**config.mk**
```make
export PLATFORM = sky130hd
export DESIGN_NAME = mux_scan_ctrl
export DESIGN_NICKNAME = d
export VERILOG_FILES = /design/src/rtl/mux_scan_pkg.sv /design/src/rtl/mux_scan_ctrl_next_chan_find.sv /design/src/rtl/mux_scan_ctrl.sv
export SDC_FILE = /design/constraint.sdc
export NUM_CORES = 1
export LEC_CHECK = 0
export CAP_MARGIN = 5
export CELL_PAD_IN_SITES_DETAIL_PLACEMENT = 0
export CELL_PAD_IN_SITES_GLOBAL_PLACEMENT = 1
export CORE_ASPECT_RATIO = 1.5
export CORE_MARGIN = 3
export CORE_UTILIZATION = 35
export DETAILED_ROUTE_END_ITERATION = 8
export PLACE_DENSITY_LB_ADDON = 0.1
export SYNTH_ARGS = -nofsm -noshare
export SYNTH_HDL_FRONTEND = slang
export SYNTH_SLANG_ARGS = --single-unit
```
**constraint.sdc**
```tcl
create_clock -name clk -period 5 [get_ports clk]
set_input_delay 1 -clock clk [delete_from_list [all_inputs] [get_ports clk]]
set_output_delay 1 -clock clk [all_outputs]
set_load 0.02 [all_outputs]
```
**src/rtl/mux_scan_pkg.sv**
```systemverilog
// Shared types and helpers for the lock-in muxer scan sequencer.
// Channel geometry, FSM states and small configuration helpers.
package mux_scan_pkg;

   localparam int unsigned NCH  = 16;
   localparam int unsigned SELW = 4;

   typedef enum logic [1:0] {
      IDLE,
      SETTLE,
      DWELL
   } state_t;

   // A programmed dwell of zero still takes one sample.
   function automatic int unsigned dwell_clamp(input int unsigned len);
      return (len == 0) ? 1 : len;
   endfunction

   function automatic logic [SELW-1:0] first_set(input logic [NCH-1:0] m);
      logic [SELW-1:0] idx;
      idx = '0;
      for (int unsigned i = NCH; i > 0; i--) begin
         if (m[SELW'(i - 1)]) begin
            idx = SELW'(i - 1);
         end
      end
      return idx;
   endfunction

endpackage

```
**src/rtl/mux_scan_ctrl_next_chan_find.sv**
```systemverilog
// Next enabled channel strictly above the current one, wrapping to the
// lowest enabled channel; wrap flags that the scan pass has completed.
module next_chan_find
   import mux_scan_pkg::*;
(
   input  logic [NCH-1:0]  mask,
   input  logic [SELW-1:0] cur,
   output logic [SELW-1:0] nxt,
   output logic            wrap
);

   logic [SELW-1:0] lo_idx;
   logic [SELW-1:0] hi_idx;
   logic            hi_found;

   // Descending sweep: the last hit is the lowest qualifying index.
   always_comb begin
      lo_idx   = '0;
      hi_idx   = '0;
      hi_found = 1'b0;
      for (int unsigned i = NCH; i > 0; i--) begin
         if (mask[SELW'(i - 1)]) begin
            lo_idx = SELW'(i - 1);
            if (SELW'(i - 1) > cur) begin
               hi_idx   = SELW'(i - 1);
               hi_found = 1'b1;
            end
         end
      end
      nxt  = hi_found ? hi_idx : lo_idx;
      wrap = ~hi_found;
   end

endmodule

```
**src/rtl/mux_scan_ctrl.sv**
```systemverilog
// Scan sequencer for the 16:1 lock-in muxer: settle, dwell-accumulate and
// emit one tagged sum per channel visit, single-shot or continuous.
module mux_scan_ctrl
   import mux_scan_pkg::*;
#(
   parameter int unsigned RES = 14,
   parameter int unsigned DW  = 16,
   parameter int unsigned SW  = 8
) (
   input  logic                        clk,
   input  logic                        rst,
   input  logic                        start,
   input  logic                        stop,
   input  logic                        continuous,
   input  logic [NCH-1:0]              ch_mask,
   input  logic [SW-1:0]               settle_len,
   input  logic [DW-1:0]               dwell_len,
   input  logic signed [RES-1:0]       din,
   output logic [SELW-1:0]             sel,
   output logic                        busy,
   output logic signed [RES+DW-1:0]    acc_out,
   output logic                        acc_valid,
   output logic [SELW-1:0]             acc_ch,
   output logic                        scan_done
);

   localparam int unsigned AW = RES + DW;
   localparam int unsigned CW = (SW > DW) ? SW : DW;

   state_t            state;
   state_t            state_nx;

   logic [NCH-1:0]    mask_lat;
   logic [SW-1:0]     settle_lat;
   logic [DW-1:0]     dwell_lat;
   logic              cont_lat;
   logic [CW-1:0]     cnt;
   logic signed [AW-1:0] acc;
   logic signed [AW-1:0] din_sx;

   logic              go;
   logic              emit;
   logic              settle_last;
   logic              dwell_last;
   logic [SELW-1:0]   nxt_ch;
   logic              nxt_wrap;

   assign din_sx = {{DW{din[RES-1]}}, din};
   assign busy   = (state != IDLE);

   // settle_len of 0 and 1 both leave a single blanking cycle after the switch.
   assign settle_last = (({1'b0, cnt} + (CW+1)'(1)) >= (CW+1)'(settle_lat));
   assign dwell_last  = (cnt == CW'(dwell_lat - DW'(1)));

   next_chan_find u_next (
      .mask (mask_lat),
      .cur  (sel),
      .nxt  (nxt_ch),
      .wrap (nxt_wrap)
   );

   always_ff @(posedge clk or posedge rst) begin
      if (rst) begin
         state <= IDLE;
      end else begin
         state <= state_nx;
      end
   end

   always_comb begin
      state_nx = state;
      go       = 1'b0;
      emit     = 1'b0;
      unique case (state)
         IDLE: begin
            if (start && !stop && (ch_mask != '0)) begin
               go       = 1'b1;
               state_nx = SETTLE;
            end
         end
         SETTLE: begin
            if (stop) begin
               state_nx = IDLE;
            end else if (settle_last) begin
               state_nx = DWELL;
            end
         end
         DWELL: begin
            if (stop) begin
               state_nx = IDLE;
            end else if (dwell_last) begin
               emit     = 1'b1;
               state_nx = (nxt_wrap && !cont_lat) ? IDLE : SETTLE;
            end
         end
         default: state_nx = IDLE;
      endcase
   end

   always_ff @(posedge clk or posedge rst) begin
      if (rst) begin
         mask_lat   <= '0;
         settle_lat <= '0;
         dwell_lat  <= '0;
         cont_lat   <= 1'b0;
         cnt        <= '0;
         acc        <= '0;
         sel        <= '0;
         acc_out    <= '0;
         acc_valid  <= 1'b0;
         acc_ch     <= '0;
         scan_done  <= 1'b0;
      end else begin
         acc_valid <= emit;
         scan_done <= emit && nxt_wrap;

         if ((state_nx != state) || (state == IDLE)) begin
            cnt <= '0;
         end else begin
            cnt <= cnt + CW'(1);
         end

         if (go) begin
            mask_lat   <= ch_mask;
            settle_lat <= settle_len;
            dwell_lat  <= DW'(dwell_clamp(32'(dwell_len)));
            cont_lat   <= continuous;
            sel        <= first_set(ch_mask);
         end

         // The final sample bypasses acc so the strobe carries the complete sum.
         if (emit) begin
            acc_out <= acc + din_sx;
            acc_ch  <= sel;
            if (!(nxt_wrap && !cont_lat)) begin
               sel <= nxt_ch;
            end
         end

         if (state_nx == SETTLE) begin
            acc <= '0;
         end else if (state == DWELL) begin
            acc <= acc + din_sx;
         end
      end
   end

endmodule

```
==> results of run 1 <==
## critical path, cell delays in order, from the launching register on
cell and delay (ns):
dfrtp_1 0.49, ha_1 0.23, nand3_1 0.26, nor2_1 0.20
xor2_1 0.21, ha_1 0.29, a211oi_1 0.21, a21oi_1 0.12
a2111oi_2 0.32, nand4_1 0.18, or3b_4 0.46, o221ai_4 0.17
buf_4 0.41, a211oi_1 0.09
## state kept, by name, summed over array words and instances, names as in the netlist
| name | flops |
|---|---|
| acc_ch | 4 |
| mask_lat | 16 |
| dwell_lat | 16 |
| cnt | 16 |
| scan_done | 1 |
| acc | 30 |
| state | 2 |
| acc_out | 30 |
| cont_lat | 1 |
| settle_lat | 8 |
| acc_valid | 1 |
| sel | 4 |
## layer usage
metal / wire length, um / GRT usage [%] / vias up
li1: - / - / 3323
met1: 9400 / 20.7 / 3193
met2: 11300 / 31.3 / 100
met3: 728 / 3.81 / 35
met4: 529 / 6.38 / 0
met5: 0 / 0 / -
## worst max path at each step
stage                start          end  slack, ns  cells after the start
global route        din[0]  acc_out[28]       0.89                     13
global placement    din[0]  acc_out[28]       0.84                     13
CTS                 cnt[0]      acc[21]       1.17                     13
floorplan              rst       acc[0]       0.56                      1
finish              cnt[0]      acc[21]       1.21                     13
detailed placement  din[0]  acc_out[28]       0.80                     13
## synthesized netlist by cell type (all sizes together) (3+ instances only)
master and instances:
dfrtp 129, nand2 111, a21oi 86, nor2 56
mux2 54, o21ai 53, xnor2 45, ha 39
inv 33, clkbuf 22, nor2b 22, xor2 22
nor3 21, nand3 19, buf 17, nor4 16
a21o 13, nand4 13, nand2b 11, a31oi 10
o21a 7, mux2i 6, o21bai 6, o31ai 6
a211oi 5, nand3b 4, o22ai 4, or2 4
or3 4, a211o 3, a21boi 3, a22oi 3
and3 3, o211ai 3
## layout make-up
class / instances / area, um2 / area share (%)
Timing Repair Buffer: 107 / 1050 / 10.4
Clock inverter: 14 / 131 / 1.30
Sequential cell: 129 / 3230 / 31.9
Multi-Input combinational cell: 685 / 4760 / 47.0
Tap cell: 315 / 394 / 3.89
Inverter: 33 / 129 / 1.27
Clock buffer: 18 / 439 / 4.33
## kinds of logic after synthesis
kind of cell             count (synthesis)  synth area share [%]
AO/OA/AOI/OAI                          222                  16.5
XOR/XNOR                                67                  7.04
adder cells (fa/ha/maj)                 40                  6.10
buffers and inverters                   72                  4.16
flip-flops                             129                  38.7
multiplexers                            60                  9.01
AND/OR/NAND/NOR                        296                  18.4
## power breakdown
part	internal [mW]	total [mW]	switching, mW
clock network	0.703	1.21	0.502
logic	0.730	1.56	0.826
registers	1.27	1.64	0.369
## per-stage QoR
| stage | hold WS, ns | instances | util (%) |
|---|---|---|---|
| 2_1_floorplan | 0.484 | 886 | - |
| 3_3_place_gp | 0.469 | 1269 | 41.2 |
| 3_5_place_dp | 0.475 | 1269 | 41.2 |
| 4_1_cts | 0.494 | 1301 | 43.6 |
| 5_1_grt | 0.523 | 1301 | 43.6 |
| 6_report | 0.487 | 1301 | 43.6 |
==> results.cfg, run 1 <==
[global_routing]
antenna_found_initial = 0
grt_overflow_total = 0
grt_pass1_wl_um = 36800
first_global_vias = 7019
grt_max_degree = 96
grtUsageTotal_pct = 17.6

[logic_synthesis]
synth.avg_cell_area_um2 = 9.40
syn_inst = 886
synthesis.nets = 985
netlist_area_mm2 = 0.00833
synth-edff-count = 0
ys_types = 75
ys_top_cells_by_area = dfrtp_1 39%, ha_1 5.9%, a21oi_1 5.2%, nand2_1 5.0%, xnor2_1 4.7%
ys_seq_area_share_pct = 38.7
synth_top_area_share_pct = 38.7
postSynth.asyncResetShare_pct = 100
yosys_warnings = 0
ys_ff_latch = 129
yosys.area.top_type = dfrtp_1
synth_ff_type = dfrtp_1

[sta]
setup_viol = 0
fmax_mhz = 264
min_period_ns = 3.79
rsz0062_at_grt = no
finalClockSkew_ns = 0.00777
slew_violations = 0
setup-tns-final_ns = 0
finalWorstSetupSlack_ns = 1.21
worst_slew_pin_slew_ns = 0.912
fin_crit_sh_pct = 75.7
hold_viol_final = 0
timing.slew.headroom_pct = 39.2

[layout]
final_common_cell = dfrtp_1
diodes = 0
final_nets = 1072
final_layout_size_suffix_gt1_share_pct = 12.7
layout_common_cells = 129 x dfrtp_1, 111 x nand2_1, 99 x clkdlybuf4s50_1, 86 x a21oi_1, 53 x o21ai_0
final_area_mm2 = 0.0101
area_delta_synth_final_pct = 21.6
fillers = 2322

[place]
postPlaceCellArea_mm2 = 0.00956
gp_congestion = 0.809
hpwlAfterDp_um = 16200
place.port_buffers = 99
place_ws_ns = 0.800

[clocking]
post_cts_buffers = 0
path_clk_slew_ns = 0.06
cts_tree = yes
ctsHoldBuffers = 0
worstSkewPairLatency_ns = 0.43
clockBufferDepth = 2
cts_buffers = 17
ctsResizeCount = 0
cts_sinks = 129
cts-root-buf = clkbuf_16
cts_max_level = 4

[status]
outcome = finished clean

[floorplanning]
ios = 100
die_area_mm2 = 0.0257
die_h_um = 195
start_util_pct = 35.9
num_rows = 68
die_w_um = 132
fp.coreArea_mm2 = 0.0232

[setup_path]
path_class = flip-flop to flip-flop
r2r_cells = 13
cp-end-kind = flip-flop
rr_startpoint = cnt[0]
cp_max_fo = 31
crit_path_start_kind = flip-flop
r2r_slack_ns = 1.21
timing.rr.end = acc[21]
crit_arrival_ns = 4.07
worst_ep_required_time_ns = 5.29

[detailed_routing]
drt-total-wl_um = 21900
wl_per_cell_um = 16.9
drc = 0
via_count = 6651
ant_nets = 0
dr.pass1.iters = 5
viasPerCell = 5.11
drt_iter0_markers = 226

[min_path]
min-delay-start = acc_out[1]
hp-class = flip-flop to flip-flop
min_path_cells = 2
hold_path_end = acc_out[1]

[flow_run]
cap_violations = 0

[power_and_ir_drop]
p_total_mw = 4.40
p_leak_nw = 4.34
powerDensity_mw_per_mm2 = 434
ir_drop_mv = 0.229
Power figures use the tool's default switching activity.
==> run 2: changes to the inputs <==
==> constraint.sdc (replaced) <==
create_clock -name clk -period 3.5 [get_ports clk]
set_input_delay 0.7 -clock clk [delete_from_list [all_inputs] [get_ports clk]]
set_output_delay 0.7 -clock clk [all_outputs]
set_load 0.02 [all_outputs]
==> results.cfg, run 2 (synthesis results as in run 1) <==
[sta]
min_period_ns = 3.29
hold_viol_final = 0
fin_crit_sh_pct = 93.9
finalClockSkew_ns = 0.0102
finalWorstSetupSlack_ns = 0.214
slew_violations = 0
fmax_mhz = 304
worst_slew_pin_slew_ns = 0.922
timing.slew.headroom_pct = 38.4
setup_viol = 0
rsz0062_at_grt = no

[detailed_routing]
wl_met3_um = 700
dr_wl_met2_um = 12400
drt_iter0_markers = 299
drc = 0
met1_length_um = 9820
top_layer = met4
dr.pass1.iters = 4
wl_per_cell_um = 17.0
ant_nets = 0
via_count = 6972
viasPerCell = 5.08
drt-total-wl_um = 23300

[floorplanning]
fp.coreArea_mm2 = 0.0232
ios = 100
die_h_um = 195
num_rows = 68
die_area_mm2 = 0.0257
die_w_um = 132
start_util_pct = 35.9

[layout]
fillers = 2289
final_area_mm2 = 0.0108
final_layout_size_suffix_gt1_share_pct = 19.3
area_delta_synth_final_pct = 30.0
reg.largest.list = acc (30), acc_out (30)
regArea_mm2 = 0.00323
multi_input_area_mm2 = 0.00478
diodes = 0
final_nets = 1143
layout_common_cells = 126 x dfrtp_1, 111 x nand2_1, 99 x clkdlybuf4s50_1, 86 x a21oi_1, 70 x buf_4
final_common_cell = dfrtp_1

[global_routing]
grt_overflow_total = 0
first_global_vias = 7449
grtUsageTotal_pct = 18.6
grt_max_degree = 39
grt_pass1_wl_um = 38900
antenna_found_initial = 0

[clocking]
worstSkewPairLatency_ns = 0.43
cts_sinks = 129
cts_tree = yes
clockBufferDepth = 2
cts-root-buf = clkbuf_16
path_clk_slew_ns = 0.06
cts_buffers = 17
ctsHoldBuffers = 0
cts_max_level = 4

[setup_path]
path_class = flip-flop to flip-flop
max_stage_delay_ns = 0.44
slowest_stage = or3b_4
cp-startpoint = cnt[0]
worst_ep_required_time_ns = 3.81
rr_startpoint = cnt[0]
cp_max_fo = 8
r2r_slack_ns = 0.21
cp-end-kind = flip-flop
r2r_cells = 14
crit_path_start_kind = flip-flop
cpMostUsedCell = a21oi_1
crit_arrival_ns = 3.60
timing.rr.end = acc[16]
timing.critical_path.to = acc[16]
crit_chain = ha_2 -> nand3_2 -> nor2_1 -> xor2_1 -> ha_1 -> a211oi_2 -> a21oi_1 -> a2111oi_2 -> nand4_1 -> or3b_4 -> o221ai_4 -> buf_12 -> clkbuf_16 -> a21oi_1

[power_and_ir_drop]
p_switching_mw = 2.53
p_leak_nw = 4.73
power_frac_comb_pct = 38.9
p_int_mw = 4.17
p_total_mw = 6.70
clock_power_share_pct = 27.3
seqPwrFrac_pct = 33.8
netSwitchingFraction_pct = 37.8
ir_drop_mv = 0.359
powerDensity_mw_per_mm2 = 619

[place]
place.port_buffers = 99
postPlaceCellArea_mm2 = 0.0101
hpwlAfterDp_um = 17200
gp_congestion = 0.793
place_ws_ns = -0.171

[min_path]
hp-class = flip-flop to flip-flop

[status]
outcome = finished clean

[flow_run]
cap_violations = 0
-- run 2: changes by cell type in the layout (fill, tap and decap cells not counted), sizes merged --
cell / change
buf: +69
clkinvlp: +2
inv: -1
clkbuf: +2
bufinv: +1
clkinv: -2
-- run 2: worst min-delay path by stage --
stage,startpoint,endpoint,cells after the start
5_1_grt,acc_ch[2],acc_ch[2],1
4_1_cts,acc_out[1],acc_out[1],2
3_5_place_dp,acc_out[1],acc_out[1],2
3_3_place_gp,acc_out[1],acc_out[1],2
6_report,acc_out[9],acc_out[9],2
2_1_floorplan,acc[9],acc[9],2
-- run 2: power groups by stage --
stage	Combinational, mW	Clock [mW]	Sequential, mW
3_5_place_dp	2.50	0	2.30
3_3_place_gp	2.49	0	2.30
5_1_grt	2.92	1.94	2.33
6_report	2.61	1.83	2.26
2_1_floorplan	1.76	0	2.16
4_1_cts	2.51	1.88	2.27
-- run 2: metrics by stage --
step / TNS [ns] / cells / hold slack, ns / util, %
after global routing: 0 / 1372 / 0.521 / 46.6
after floorplan: 0 / 886 / 0.484 / -
after detailed placement: -0.882 / 1334 / 0.478 / 43.5
after global placement: -0.488 / 1334 / 0.472 / 43.5
after CTS: 0 / 1366 / 0.497 / 46.1
final: 0 / 1372 / 0.494 / 46.6
-- run 2: repair_timing --
item                                    CTS  global route
gates resized for setup                   0             9
setup buffers                             0             3
endpoints found under the setup margin    0            48
-- run 2: cell type report --
type | count | share of cell area (%)
clock buffers | 18 | 4.05
flip-flops and latches | 129 | 29.8
clock inverters | 14 | 1.43
well taps | 315 | 3.64
multi-input cells | 685 | 44.2
repair buffers | 178 | 15.7
inverters | 33 | 1.18
-- run 2: critical path, delay by kind of cell (launching register included) --
family	cells	cell delay, ns
and+or+nand+nor	4	0.85
buffers and inverters	2	0.32
adders and majority gates	2	0.54
DFF	1	0.41
AOI/OAI and AO/OA	5	0.80
xor gates and xnor gates	1	0.24
-- run 2: per-layer routing --
metal,global-route usage [%],vias up
met3,3.75,23
met5,0,-
met1,22.0,3370
li1,-,3477
met2,34.0,102
met4,5.41,0
==> run 3: changes to the inputs <==
--- a/config.mk
+++ b/config.mk
@@ -5,6 +5,7 @@
 export SDC_FILE = /design/constraint.sdc
 export NUM_CORES = 1
 export LEC_CHECK = 0
+export ABC_AREA = 1
 export CAP_MARGIN = 5
 export CELL_PAD_IN_SITES_DETAIL_PLACEMENT = 0
 export CELL_PAD_IN_SITES_GLOBAL_PLACEMENT = 1
==> results.cfg, run 3 <==
[sta]
worst_slew_pin_slew_ns = 0.764
fmax_mhz = 321
setup_viol = 0
rsz0062_at_grt = no
finalClockSkew_ns = 0.0114
fin_crit_sh_pct = 89.1
slew_violations = 0
timing.slew.headroom_pct = 49.0
setup-tns-final_ns = 0
finalWorstSetupSlack_ns = 0.383
holdWs_ns = 0.481
min_period_ns = 3.12
hold_viol_final = 0

[power_and_ir_drop]
powerDensity_mw_per_mm2 = 501
ir_drop_mv = 0.358
p_leak_nw = 5.19

[layout]
final_layout_size_suffix_gt1_share_pct = 8.66
layout_common_cells = 371 x nand2_1, 131 x inv_1, 129 x dfrtp_1, 99 x nor2_1, 99 x clkdlybuf4s50_1
final_nets = 1403
final_common_cell = nand2_1
diodes = 0
reg.largest.list = acc (30), acc_out (30)
instances_no_fill = 1636
area_delta_synth_final_pct = 25.3

[clocking]
post_cts_buffers = 0
ctsHoldBuffers = 0
cts_sinks = 129
path_clk_slew_ns = 0.06
cts_max_level = 4
cts_tree = yes
clockBufferDepth = 2
cts_buffers = 17
worstSkewPairLatency_ns = 0.43
cts-root-buf = clkbuf_16

[logic_synthesis]
ys_top_cells_by_area = dfrtp_1 38%, nand2_1 16%, inv_1 5.8%, ha_1 5.7%, o21ai_0 4.9%
synth_top_area_share_pct = 38.0
yosys_warnings = 0
ys_ff_latch = 129
synth.avg_cell_area_um2 = 7.22
netlist_area_mm2 = 0.00850
syn_inst = 1176
ys_seq_area_share_pct = 38.0
synth_common_cells = 371 x nand2_1, 132 x inv_1, 129 x dfrtp_1
synth_ff_type = dfrtp_1
synth.most_common_cell = nand2_1
yosys.area.top_type = dfrtp_1
ys_types = 41
synthesis.nets = 1275
postSynth.asyncResetShare_pct = 100
synth-edff-count = 0

[floorplanning]
fp.coreArea_mm2 = 0.0238
die_h_um = 197
start_util_pct = 35.7
die_w_um = 133
num_rows = 69
ios = 100
die_area_mm2 = 0.0262

[global_routing]
antenna_found_initial = 0
first_global_vias = 8122
grt_max_degree = 130
grtUsageTotal_pct = 19.7
grt_overflow_total = 0
grt_pass1_wl_um = 41000

[detailed_routing]
viasPerCell = 4.81
drt-total-wl_um = 25100
dr.pass1.iters = 5
drc = 0
via_count = 7875
drt_iter0_markers = 354
wl_per_cell_um = 15.4
ant_nets = 0

[setup_path]
crit_arrival_ns = 3.46
crit_path_start_kind = input pin
worst_ep_required_time_ns = 3.85
cp_max_fo = 4
r2r_slack_ns = 0.45
cp-end-kind = flip-flop
path_class = input pin to flip-flop

[place]
placedCellCount = 1604
gp_congestion = 0.917
place.port_buffers = 99
hpwlAfterDp_um = 19400
place_ws_ns = -0.0923

[flow_run]
cap_violations = 0

[min_path]
hp-class = flip-flop to flip-flop

[status]
outcome = finished clean
[run 3: changes by cell type after synthesis, moves of 20 or more]
cell and delta:
nor2b_1 -22, nor2_1 +53, nand2_1 +260, mux2_4 -21
xnor2_1 -29, xor2_1 +21, o21ai_0 +30, mux2_2 -31
nand3_1 +22, inv_1 +99, a21oi_1 -20
[run 3: through the flow]
stage	power [mW]	utilization [%]	area, um2
2_1_floorplan	3.04	-	8500
3_3_place_gp	3.58	42.2	10100
3_5_place_dp	3.58	42.2	10100
4_1_cts	5.41	44.6	10600
5_1_grt	5.72	44.7	10600
6_report	5.33	44.7	10600
[run 3: metal layers]
metal  part of all wire (%)  vias up  global-route usage, %
li1                       -     4050                      -
met1                     40     3632                   21.4
met2                     54      147                   37.8
met3                    2.6       46                   3.37
met4                    3.4        0                   7.93
met5                      0        -                      0
[run 3: kinds of logic (layout without fill, tap and decap cells)]
logic type | count (synthesis) | in the layout | share of synthesized area (%)
adder cells (fa/ha/maj) | 40 | 40 | 5.98
AND/OR/NAND/NOR | 595 | 595 | 30.3
flip-flops | 129 | 129 | 38.0
buffers and inverters | 168 | 309 | 7.81
AO/OA/AOI/OAI | 185 | 185 | 11.9
XOR/XNOR | 59 | 59 | 6.08
[run 3: final timing paths]
| check | startpoint | to | cells past startpoint |
|---|---|---|---|
| max in group asynchronous | rst | acc[6] | 3 |
| min reg2reg | acc_out[15] | acc_out[15] | 2 |
| max reg2reg | cnt[0] | acc[24] | 18 |
| max | din[0] | acc[10] | 15 |
| min in group asynchronous | rst | acc_out[17] | 3 |
| min | acc_out[15] | acc_out[15] | 2 |
[run 3: what timing repair did]
item | in CTS | in global routing
setup endpoints to repair | 0 | 2
endpoints found under the hold margin | 0 | 0
gates resized for setup | 0 | 1
[run 3: power by group]
part           total, mW  switching [mW]  internal, mW
Clock               1.80           0.697          1.10
Combinational       1.68            1.04         0.637
Sequential          1.86           0.184          1.68
[run 3: critical path, cell delays in order]
cell and delay [ns]:
clkdlybuf4s50_1 0.51, ha_1 0.19, inv_1 0.05, fa_1 0.40, inv_1 0.07, nand3_1 0.06
nand3_1 0.10, nand2_1 0.06, nand2_1 0.18, inv_1 0.06, o21ai_0 0.40, buf_4 0.20
xnor2_1 0.07, or2_2 0.28, a21oi_1 0.14
[run 3: area by class of cell]
| type | count | area (um2) |
|---|---|---|
| multi-input cells | 879 | 4610 |
| fillers | 2504 | 13200 |
| repair buffers | 134 | 1280 |
| well taps | 319 | 399 |
| inverters | 143 | 541 |
| clock inverters | 10 | 109 |
| clock buffers | 22 | 474 |
| flip-flops and latches | 129 | 3230 |
